<file path="config.mk">
export PLATFORM = sky130hd
export DESIGN_NAME = bcd_tm1638_tx
export DESIGN_NICKNAME = d
export VERILOG_FILES = /design/src/rtl/bcd_tm1638_tx.sv
export SDC_FILE = /design/constraint.sdc
export NUM_CORES = 1
export LEC_CHECK = 0
export CAP_MARGIN = 20
export CORE_MARGIN = 5
export CORE_UTILIZATION = 60
export DETAILED_ROUTE_END_ITERATION = 6
export HOLD_SLACK_MARGIN = 0.02
export PLACE_DENSITY = 0.84
export SLEW_MARGIN = 5
export SYNTH_ARGS = -nofsm -noshare
export SYNTH_HDL_FRONTEND = slang
export SYNTH_SLANG_ARGS = --single-unit
</file>
<file path="constraint.sdc">
create_clock -name clk -period 2.92 [get_ports clk]
set_input_delay 0.876 -clock clk [delete_from_list [all_inputs] [get_ports clk]]
set_output_delay 0.876 -clock clk [all_outputs]
set_load 0.05 [all_outputs]
</file>
<file path="src/rtl/bcd_tm1638_tx.sv">
// Refreshes a TM1638 board with a 3-digit packed BCD value over STB/CLK/DIO.
// Define BCD_TM1638_LZB_EN to blank leading zeros on the hundreds/tens grids.
module bcd_tm1638_tx #(
    parameter int         CLK_DIV    = 4,
    parameter logic [2:0] BRIGHTNESS = 3'd7
) (
    input  logic        clk,
    input  logic        rst,
    input  logic [11:0] dec_in,
    output logic        busy,
    output logic        done,
    output logic        tm_stb,
    output logic        tm_clk,
    output logic        tm_dio
);

    localparam int CW = $clog2(2 * CLK_DIV);
    localparam logic [CW-1:0] HALF_M1 = CW'(CLK_DIV - 1);
    localparam logic [CW-1:0] FULL_M1 = CW'(2 * CLK_DIV - 1);

    typedef enum logic [2:0] {
        S_IDLE,
        S_STB_SETUP,
        S_SHIFT,
        S_NEXT_BYTE,
        S_STB_HOLD,
        S_GAP,
        S_DONE
    } state_t;

    function automatic logic [7:0] seg7(input logic [3:0] d);
        logic [7:0] s;
        case (d)
            4'd0:    s = 8'h3F;
            4'd1:    s = 8'h06;
            4'd2:    s = 8'h5B;
            4'd3:    s = 8'h4F;
            4'd4:    s = 8'h66;
            4'd5:    s = 8'h6D;
            4'd6:    s = 8'h7D;
            4'd7:    s = 8'h07;
            4'd8:    s = 8'h7F;
            4'd9:    s = 8'h6F;
            default: s = 8'h40;
        endcase
        return s;
    endfunction

    function automatic logic [7:0] grid_byte(input logic [2:0] g,
                                             input logic [11:0] v);
        logic [7:0] h;
        logic [7:0] t;
        logic [7:0] o;
        logic [7:0] r;
        h = seg7(v[11:8]);
        t = seg7(v[7:4]);
        o = seg7(v[3:0]);
`ifdef BCD_TM1638_LZB_EN
        if (v[11:8] == 4'd0) h = 8'h00;
        if (v[11:4] == 8'd0) t = 8'h00;
`endif
        case (g)
            3'd5:    r = h;
            3'd6:    r = t;
            3'd7:    r = o;
            default: r = 8'h00;
        endcase
        return r;
    endfunction

    // T2 index 0 is the address command; index k>0 is display address k-1.
    function automatic logic [7:0] frame_byte(input logic [1:0]  tx,
                                              input logic [4:0]  idx,
                                              input logic [11:0] v);
        logic [3:0] addr;
        logic [7:0] r;
        addr = 4'(idx - 5'd1);
        case (tx)
            2'd0: r = 8'h40;
            2'd1: begin
                if (idx == 5'd0)  r = 8'hC0;
                else if (addr[0]) r = 8'h00;
                else              r = grid_byte(addr[3:1], v);
            end
            default: r = 8'h88 | {5'd0, BRIGHTNESS};
        endcase
        return r;
    endfunction

    state_t        state_q, state_d;
    logic [CW-1:0] cnt_q, cnt_d;
    logic [2:0]    bit_q, bit_d;
    logic [4:0]    byte_q, byte_d;
    logic [1:0]    tx_q, tx_d;
    logic [11:0]   shadow_q, shadow_d;
    logic [11:0]   last_val_q, last_val_d;
    logic          pending_q, pending_d;
    logic          stb_q, stb_d;
    logic          sclk_q, sclk_d;
    logic          dio_q, dio_d;

    logic [7:0] cur_byte;
    logic [7:0] nxt_byte;
    logic       last_byte;

    always_comb begin
        cur_byte  = frame_byte(tx_q, byte_q, shadow_q);
        nxt_byte  = frame_byte(tx_q, byte_q + 5'd1, shadow_q);
        last_byte = (tx_q != 2'd1) || (byte_q == 5'd16);
    end

    always_comb begin
        state_d    = state_q;
        cnt_d      = cnt_q + 1'b1;
        bit_d      = bit_q;
        byte_d     = byte_q;
        tx_d       = tx_q;
        shadow_d   = shadow_q;
        last_val_d = last_val_q;
        pending_d  = pending_q | (dec_in != last_val_q);
        stb_d      = stb_q;
        sclk_d     = sclk_q;
        dio_d      = dio_q;
        unique case (state_q)
            S_IDLE: begin
                cnt_d  = '0;
                stb_d  = 1'b1;
                sclk_d = 1'b1;
                dio_d  = 1'b1;
                if (pending_q) begin
                    state_d    = S_STB_SETUP;
                    shadow_d   = dec_in;
                    last_val_d = dec_in;
                    pending_d  = 1'b0;
                    tx_d       = 2'd0;
                    byte_d     = 5'd0;
                    stb_d      = 1'b0;
                end
            end
            S_STB_SETUP: begin
                if (cnt_q == HALF_M1) begin
                    state_d = S_SHIFT;
                    cnt_d   = '0;
                    bit_d   = 3'd0;
                    sclk_d  = 1'b0;
                    dio_d   = cur_byte[0];
                end
            end
            S_SHIFT: begin
                if (cnt_q == HALF_M1) begin
                    sclk_d = 1'b1;
                    if (bit_q == 3'd7) begin
                        state_d = S_NEXT_BYTE;
                        cnt_d   = '0;
                    end
                end else if (cnt_q == FULL_M1) begin
                    cnt_d  = '0;
                    bit_d  = bit_q + 3'd1;
                    sclk_d = 1'b0;
                    dio_d  = cur_byte[bit_q + 3'd1];
                end
            end
            // High half of bit 7; decides whether the transaction goes on.
            S_NEXT_BYTE: begin
                if (cnt_q == HALF_M1) begin
                    cnt_d = '0;
                    if (last_byte) begin
                        state_d = S_STB_HOLD;
                    end else begin
                        state_d = S_SHIFT;
                        byte_d  = byte_q + 5'd1;
                        bit_d   = 3'd0;
                        sclk_d  = 1'b0;
                        dio_d   = nxt_byte[0];
                    end
                end
            end
            S_STB_HOLD: begin
                if (cnt_q == HALF_M1) begin
                    cnt_d   = '0;
                    stb_d   = 1'b1;
                    dio_d   = 1'b1;
                    state_d = (tx_q == 2'd2) ? S_DONE : S_GAP;
                end
            end
            S_GAP: begin
                if (cnt_q == FULL_M1) begin
                    state_d = S_STB_SETUP;
                    cnt_d   = '0;
                    tx_d    = tx_q + 2'd1;
                    byte_d  = 5'd0;
                    stb_d   = 1'b0;
                end
            end
            S_DONE: begin
                state_d = S_IDLE;
                cnt_d   = '0;
            end
            default: begin
                state_d = S_IDLE;
                cnt_d   = '0;
            end
        endcase
    end

    always_ff @(posedge clk) begin
        if (rst) begin
            state_q    <= S_IDLE;
            cnt_q      <= '0;
            bit_q      <= 3'd0;
            byte_q     <= 5'd0;
            tx_q       <= 2'd0;
            shadow_q   <= 12'd0;
            last_val_q <= 12'd0;
            pending_q  <= 1'b1;
            stb_q      <= 1'b1;
            sclk_q     <= 1'b1;
            dio_q      <= 1'b1;
        end else begin
            state_q    <= state_d;
            cnt_q      <= cnt_d;
            bit_q      <= bit_d;
            byte_q     <= byte_d;
            tx_q       <= tx_d;
            shadow_q   <= shadow_d;
            last_val_q <= last_val_d;
            pending_q  <= pending_d;
            stb_q      <= stb_d;
            sclk_q     <= sclk_d;
            dio_q      <= dio_d;
        end
    end

    assign busy   = (state_q != S_IDLE);
    assign done   = (state_q == S_DONE);
    assign tm_stb = stb_q;
    assign tm_clk = sclk_q;
    assign tm_dio = dio_q;

endmodule
</file>
Word-level counts from Yosys, hierarchy flattened
Memory sizes are Yosys's and may differ from the RTL's. A register that Yosys moved wholly into a read port is not among the register bits.
Index checks and enable logic that the tools add are counted.
{"block": "totals", "n_memories": 6, "reg_bits": 32, "output_inout_bits": 5, "in_bits": 14, "mem_bits_ro": 672}
{"name": "(no name shown)", "words": 16, "width": 7, "rd": 1, "rd_clocked_by_memory_dff": 1, "write_ports": 0, "line": "33", "rtl": "case (d)"}
{"name": "(no name shown)", "words": 16, "width": 7, "rd": 1, "rd_clocked_by_memory_dff": 1, "write_ports": 0, "line": "33"}
{"name": "(no name shown)", "words": 16, "width": 7, "rd": 1, "rd_clocked_by_memory_dff": 1, "write_ports": 0, "line": "33"}
{"name": "(no name shown)", "words": 16, "width": 7, "rd": 1, "rd_clocked_by_memory_dff": 1, "write_ports": 0, "line": "33"}
{"name": "(no name shown)", "words": 16, "width": 7, "rd": 1, "rd_clocked_by_memory_dff": 1, "write_ports": 0, "line": "33"}
{"name": "(no name shown)", "words": 16, "width": 7, "rd": 1, "rd_clocked_by_memory_dff": 1, "write_ports": 0, "line": "33"}
{"block": "classes", "eq_ne": 31, "n_mux": 68, "n_reduce_logical": 21, "n_lt_le_gt_ge": 1, "n_bitwise": 1, "n_addsub": 6}
{"operator": "3-bit two-way mux", "n": 17}
{"operator": "4-bit two-way mux", "n": 12}
{"operator": "3-bit == test (second input constant)", "n": 11}
{"operator": "8-bit case mux with 3 select lines", "n": 1}
{"operator": "5-bit two-way mux", "n": 4}
{"operator": "2-bit != test (second input constant)", "n": 10}
{"operator": "3-bit case mux with 3 select lines", "n": 2}
{"operator": "3-bit case mux with 6 select lines", "n": 1}
{"operator": "1-bit two-way mux", "n": 17}
{"operator": "8-bit two-way mux", "n": 2}
{"operator": "8-bit case mux with 2 select lines", "n": 1}
{"operator": "5-bit case mux with 3 select lines", "n": 1}
{"operator": "7-bit AND reduction", "n": 2}
{"operator": "12-bit != test", "n": 1}
{"operator": "3-bit nonzero test", "n": 4}
{"operator": "5-bit zero test", "n": 2}
{"operator": "5-bit AND reduction", "n": 2}
{"operator": "3-bit by 2-bit == test with 1-bit output (second input constant)", "n": 3}
{"operator": "4-bit by 1-bit subtractor with 4-bit output (second input constant)", "n": 2}
{"operator": "3-bit by 1-bit adder with 3-bit output (second input constant)", "n": 2}
{"operator": "2-bit two-way mux", "n": 3}
{"operator": "1-bit case mux with 3 select lines", "n": 2}
{"operator": "3-bit AND reduction", "n": 2}
{"operator": "6-bit AND reduction", "n": 1}
{"operator": "other kinds (23)", "n": 23}

Depth between registers and ports, before layout
{"block": "depth", "word_depth": 11, "depth_mapped": 11, "ltp_nobuf": 8}

Worst setup path after synthesis
Ideal clock, no wire load.
{"block": "synth_timing", "path_kind": "register -> output", "start": "reg state_q[0]", "end": "out done", "setup_slack_ns": 0.114, "path_buffers": 3, "t_required_ns": 2.044, "t_arrival_ns": 1.930, "path_stages_with_launch": 5, "path_cell_list": "dfxtp_1 > buf_4 > buf_2 > clkbuf_1 > nor3_1"}
{"block": "synth_via", "elab_chain_len": 1}
{"item": "start: declaration", "line": "90", "rtl": "state_t state_q, state_d;"}
{"item": "start signal: assignment", "line": "220", "rtl": "state_q <= state_d;"}
{"item": "3-bit == test", "line": "235", "rtl": "assign done = (state_q == S_DONE);"}
{"item": "end: declaration", "line": "11", "rtl": "output logic done,"}
Every way passes these cells.

Final worst setup path
{"block": "layout_timing", "start": "reg byte_q[0]", "end": "reg dio_q (netlist: tm_dio)"}
{"block": "layout_via", "elab_chain_len": 11}
{"item": "start: declaration", "line": "93", "rtl": "logic [4:0] byte_q, byte_d;"}
{"item": "start signal: assignment", "line": "223", "rtl": "byte_q <= byte_d;"}
{"item": "branches (longest 11 deep; another with 5-bit by 1-bit adder with 5-bit output)"}
{"item": "end signal: assignment", "line": "230", "rtl": "dio_q <= dio_d;"}
{"item": "end: declaration", "line": "100", "rtl": "logic dio_q, dio_d;"}
Parallel ways; which one is timed is not known. The select of a mux whose other input is x is not followed.
A chain may end at the register's enable or synchronous reset.

==> flow_summary_export.csv <==
group,metric,value,unit
run_status,outcome,"finished, final reports clean",
clock_network,clockBufferDepth,2,
worst_setup_path,worstPathArrival,2.90,ns
global_routing,grt_max_degree,30,
sta,setup_viol,0,
sta,hold_violations,0,
placement,place_inst,525,
floorplanning,die_y,87.67,um
worst_hold_path,hold_path_class,"reg -> reg",
synth,synthCells,444,
clock_network,cts_tree,"done",
sta,min_period_over_period,90.39,%
sta,fin_tns_setup,0,ns
drt,drtAntennaViolNets,0,
worst_setup_path,startpoint,"byte_q[0]",
drt,drtIter0Drc,215,
clock_network,cts-root-buf,"clkbuf_8",
drt,vias,3210,
synth,synth_top_area_share,29.31,%
pwr,clock_power_share,14.6,%
sta,fmax,0.3789,GHz
sta,fin_worst_hold_slack,0.4817,ns
worst_setup_path,r2r_cells,8,
cells_and_area,fin_util,67.30,%
worst_setup_path,cp_cell_sequence,"inv_1 -> ha_1 -> buf_4 -> a21oi_1 -> or2b_2 -> or4_1 -> a311o_1 -> nand3_2",
job,max-cap-violations,0,
drt,post_drt_wl_per_cell,15.47,um
pwr,leakage,1.622,nW
pwr,swShare,44.52,%
placement,portBuffers,18,
synth,ys_ff_latch,53,
synth,async_reset_ff_share,0,%
sta,slew_violations,0,
floorplanning,num_io_pins,19,
global_routing,antenna_found_initial,0,
synth,synth_flop_cell,"dfxtp_1",
synth,synth_nets,489,
floorplanning,dieArea,7686,sq um
cells_and_area,syn_to_final_growth,9.437,%
floorplanning,core_area,5886,sq um
global_routing,grt_use_total,23.11,%
cells_and_area,finalNetCount,502,
pwr,finalPower,3.609,mW
global_routing,grt_pass1_vias,3166,
drt,wl,8244,um
placement,dp_hpwl,6137,um
worst_setup_path,cp-end-kind,"flop",
worst_setup_path,crit_type,"reg -> reg",
floorplanning,start_util,61.50,%
placement,placed_area,3842,sq um
clock_network,cts.hold.buffers_added,0,
pwr,pwr_density_cell,911.0,nW/um^2
synth,yosysMostFrequentCell,"dfxtp_1",
worst_setup_path,reg2reg_to,"tm_dio",
sta,slew_headroom,65.24,%
pwr,p_seq_share,31.8,%
cells_and_area,drive_above_1_share,10.04,%
sta,worst_slack,0.2805,ns
worst_setup_path,worst_path_dominant_cell_family,"simple AND/OR/NAND/NOR gates",
cells_and_area,fin_cells,533,
worst_setup_path,critical_path_buf_inv_count,2,
synth,synth_edf_count,0,
floorplanning,rows,28,
clock_network,cts_inserted_buffers,5,
clock_network,cts.sinks,53,
synth,yosysTopAreaCell,"dfxtp_1",
clock_network,cts_resized,0,
worst_setup_path,slowest_delay,0.51,ns
synth,synth_common_cells,"53 x dfxtp_1, 46 x nand2_1, 44 x a21oi_1",
worst_setup_path,cp_max_fo,9,
synth,synthTopCellsByArea,"dfxtp_1 29%, ha_1 11%, a21oi_1 6.1%, nand2_1 4.8%, nor2_1 4.3%",
worst_setup_path,cp-start-kind,"flop",
cells_and_area,fin_area,3961,sq um
sta,grt_setup_unrepaired,"false",
cells_and_area,num_antenna_cells,0,
global_routing,grt_pass1_wl,14310,um
floorplanning,die-width,87.67,um
worst_setup_path,path_depth,8,
drt,drc,0,
placement,place_ws,0.2728,ns
clock_network,cts_setup_buffers,0,
pwr,intPower,2.002,mW
clock_network,ctsHtreeMaxLevel,2,
sta,skew,0.006947,ns
pwr,combinationalPowerShare,53.6,%
worst_setup_path,reg2reg_from,"byte_q[0]",
sta,tightest_slew,0.5198,ns
drt,dr.pass1.iters,4,
clock_network,clk_pin_slew,0.10,ns
worst_setup_path,crit_required,3.18,ns
synth,yosysWarnings,0,
synth,ys_seq_area_share,29.31,%
worst_setup_path,crit_slowest_cell,"dfxtp_1",
clock_network,worstSkewPairLatency,0.32,ns
pwr,p_sw,1.607,mW
worst_setup_path,endpoint,"tm_dio",
pwr,vdd_drop_max,618.7,uV
synth,synth_cell_types,67,
placement,place_congestion,0.9252,
synth,avgSynthCellArea,8.153,sq um
global_routing,grt_overflow,0,
synth,synthesis.area,3620,sq um
drt,avgViaCountPerCell,6.023,
sta,period_needed,2.640,ns
worst_setup_path,regToRegSetupSlack,0.28,ns
## routing by layer
metal  vias to the layer above  wire, um  global-route usage (%)
li1                       1597         -                       -
met1                      1487      3448                   27.43
met2                        93      4052                   39.73
met3                        33       358                   3.387
met4                         0       384                   12.97
met5                         -         0                       0
## placed cells by master, fill, tap and decap left out, types with 12 or more instances in the layout
cell type / Yosys / routed
nor2_1: 41 / 41
dfxtp_1: 53 / 53
buf_4: 3 / 12
clkdlybuf4s50_1: 0 / 16
inv_1: 26 / 26
o21ai_0: 25 / 25
ha_1: 31 / 31
nand2_1: 46 / 46
a21o_1: 12 / 12
a21oi_1: 44 / 44
## cell type report
class,instances,area (sq um)
clock inverters,3,50.05
flip-flops and latches,53,1061
multi-input cells,340,2296
fillers,494,1924
clock buffers,5,68.82
repair buffers,30,290.3
well taps,75,93.84
inverters,27,101.3
## kinds of logic (layout without fill, tap and decap cells)
family                   after synthesis  after routing  share of synthesized area [%]
buffers and inverters                 51             65                          7.259
multiplexers                          14             14                          4.010
XOR/XNOR                              17             17                          4.113
AND/OR/NAND/NOR                      149            149                          21.22
AO/OA/AOI/OAI                        129            129                          23.37
flip-flops                            53             53                          29.31
adder cells (fa/ha/maj)               31             31                          10.72
## worst min path at each step
stage | startpoint | to | slack (ns) | depth (start not counted)
finish | cnt_q[0] | cnt_q[0] | 0.48 | 1
global route | cnt_q[0] | cnt_q[0] | 0.51 | 1
CTS | cnt_q[0] | cnt_q[0] | 0.48 | 1
detailed placement | tm_clk | tm_clk | 0.46 | 1
global placement | cnt_q[0] | cnt_q[0] | 0.45 | 1
floorplan | cnt_q[0] | cnt_q[0] | 0.43 | 1
## worst reg2reg max path, delay by kind of cell, from the launching register on
kind | cells | cell delay, ns
AOI/OAI and AO/OA | 2 | 0.60
buffers and inverters | 2 | 0.32
adders and majority gates | 1 | 0.37
DFF | 1 | 0.51
and+or+nand+nor | 3 | 0.81
## power by group through the flow
stage                     Combinational [mW]  Sequential (mW)  Clock [mW]
after floorplan                         1.43             1.15           0
after global placement                  1.85             1.15           0
after detailed placement                1.91             1.16           0
after CTS                               1.93             1.14       0.534
after global routing                    2.15             1.17       0.563
final                                   1.94             1.15       0.526
(Power assumes the default switching activity.)
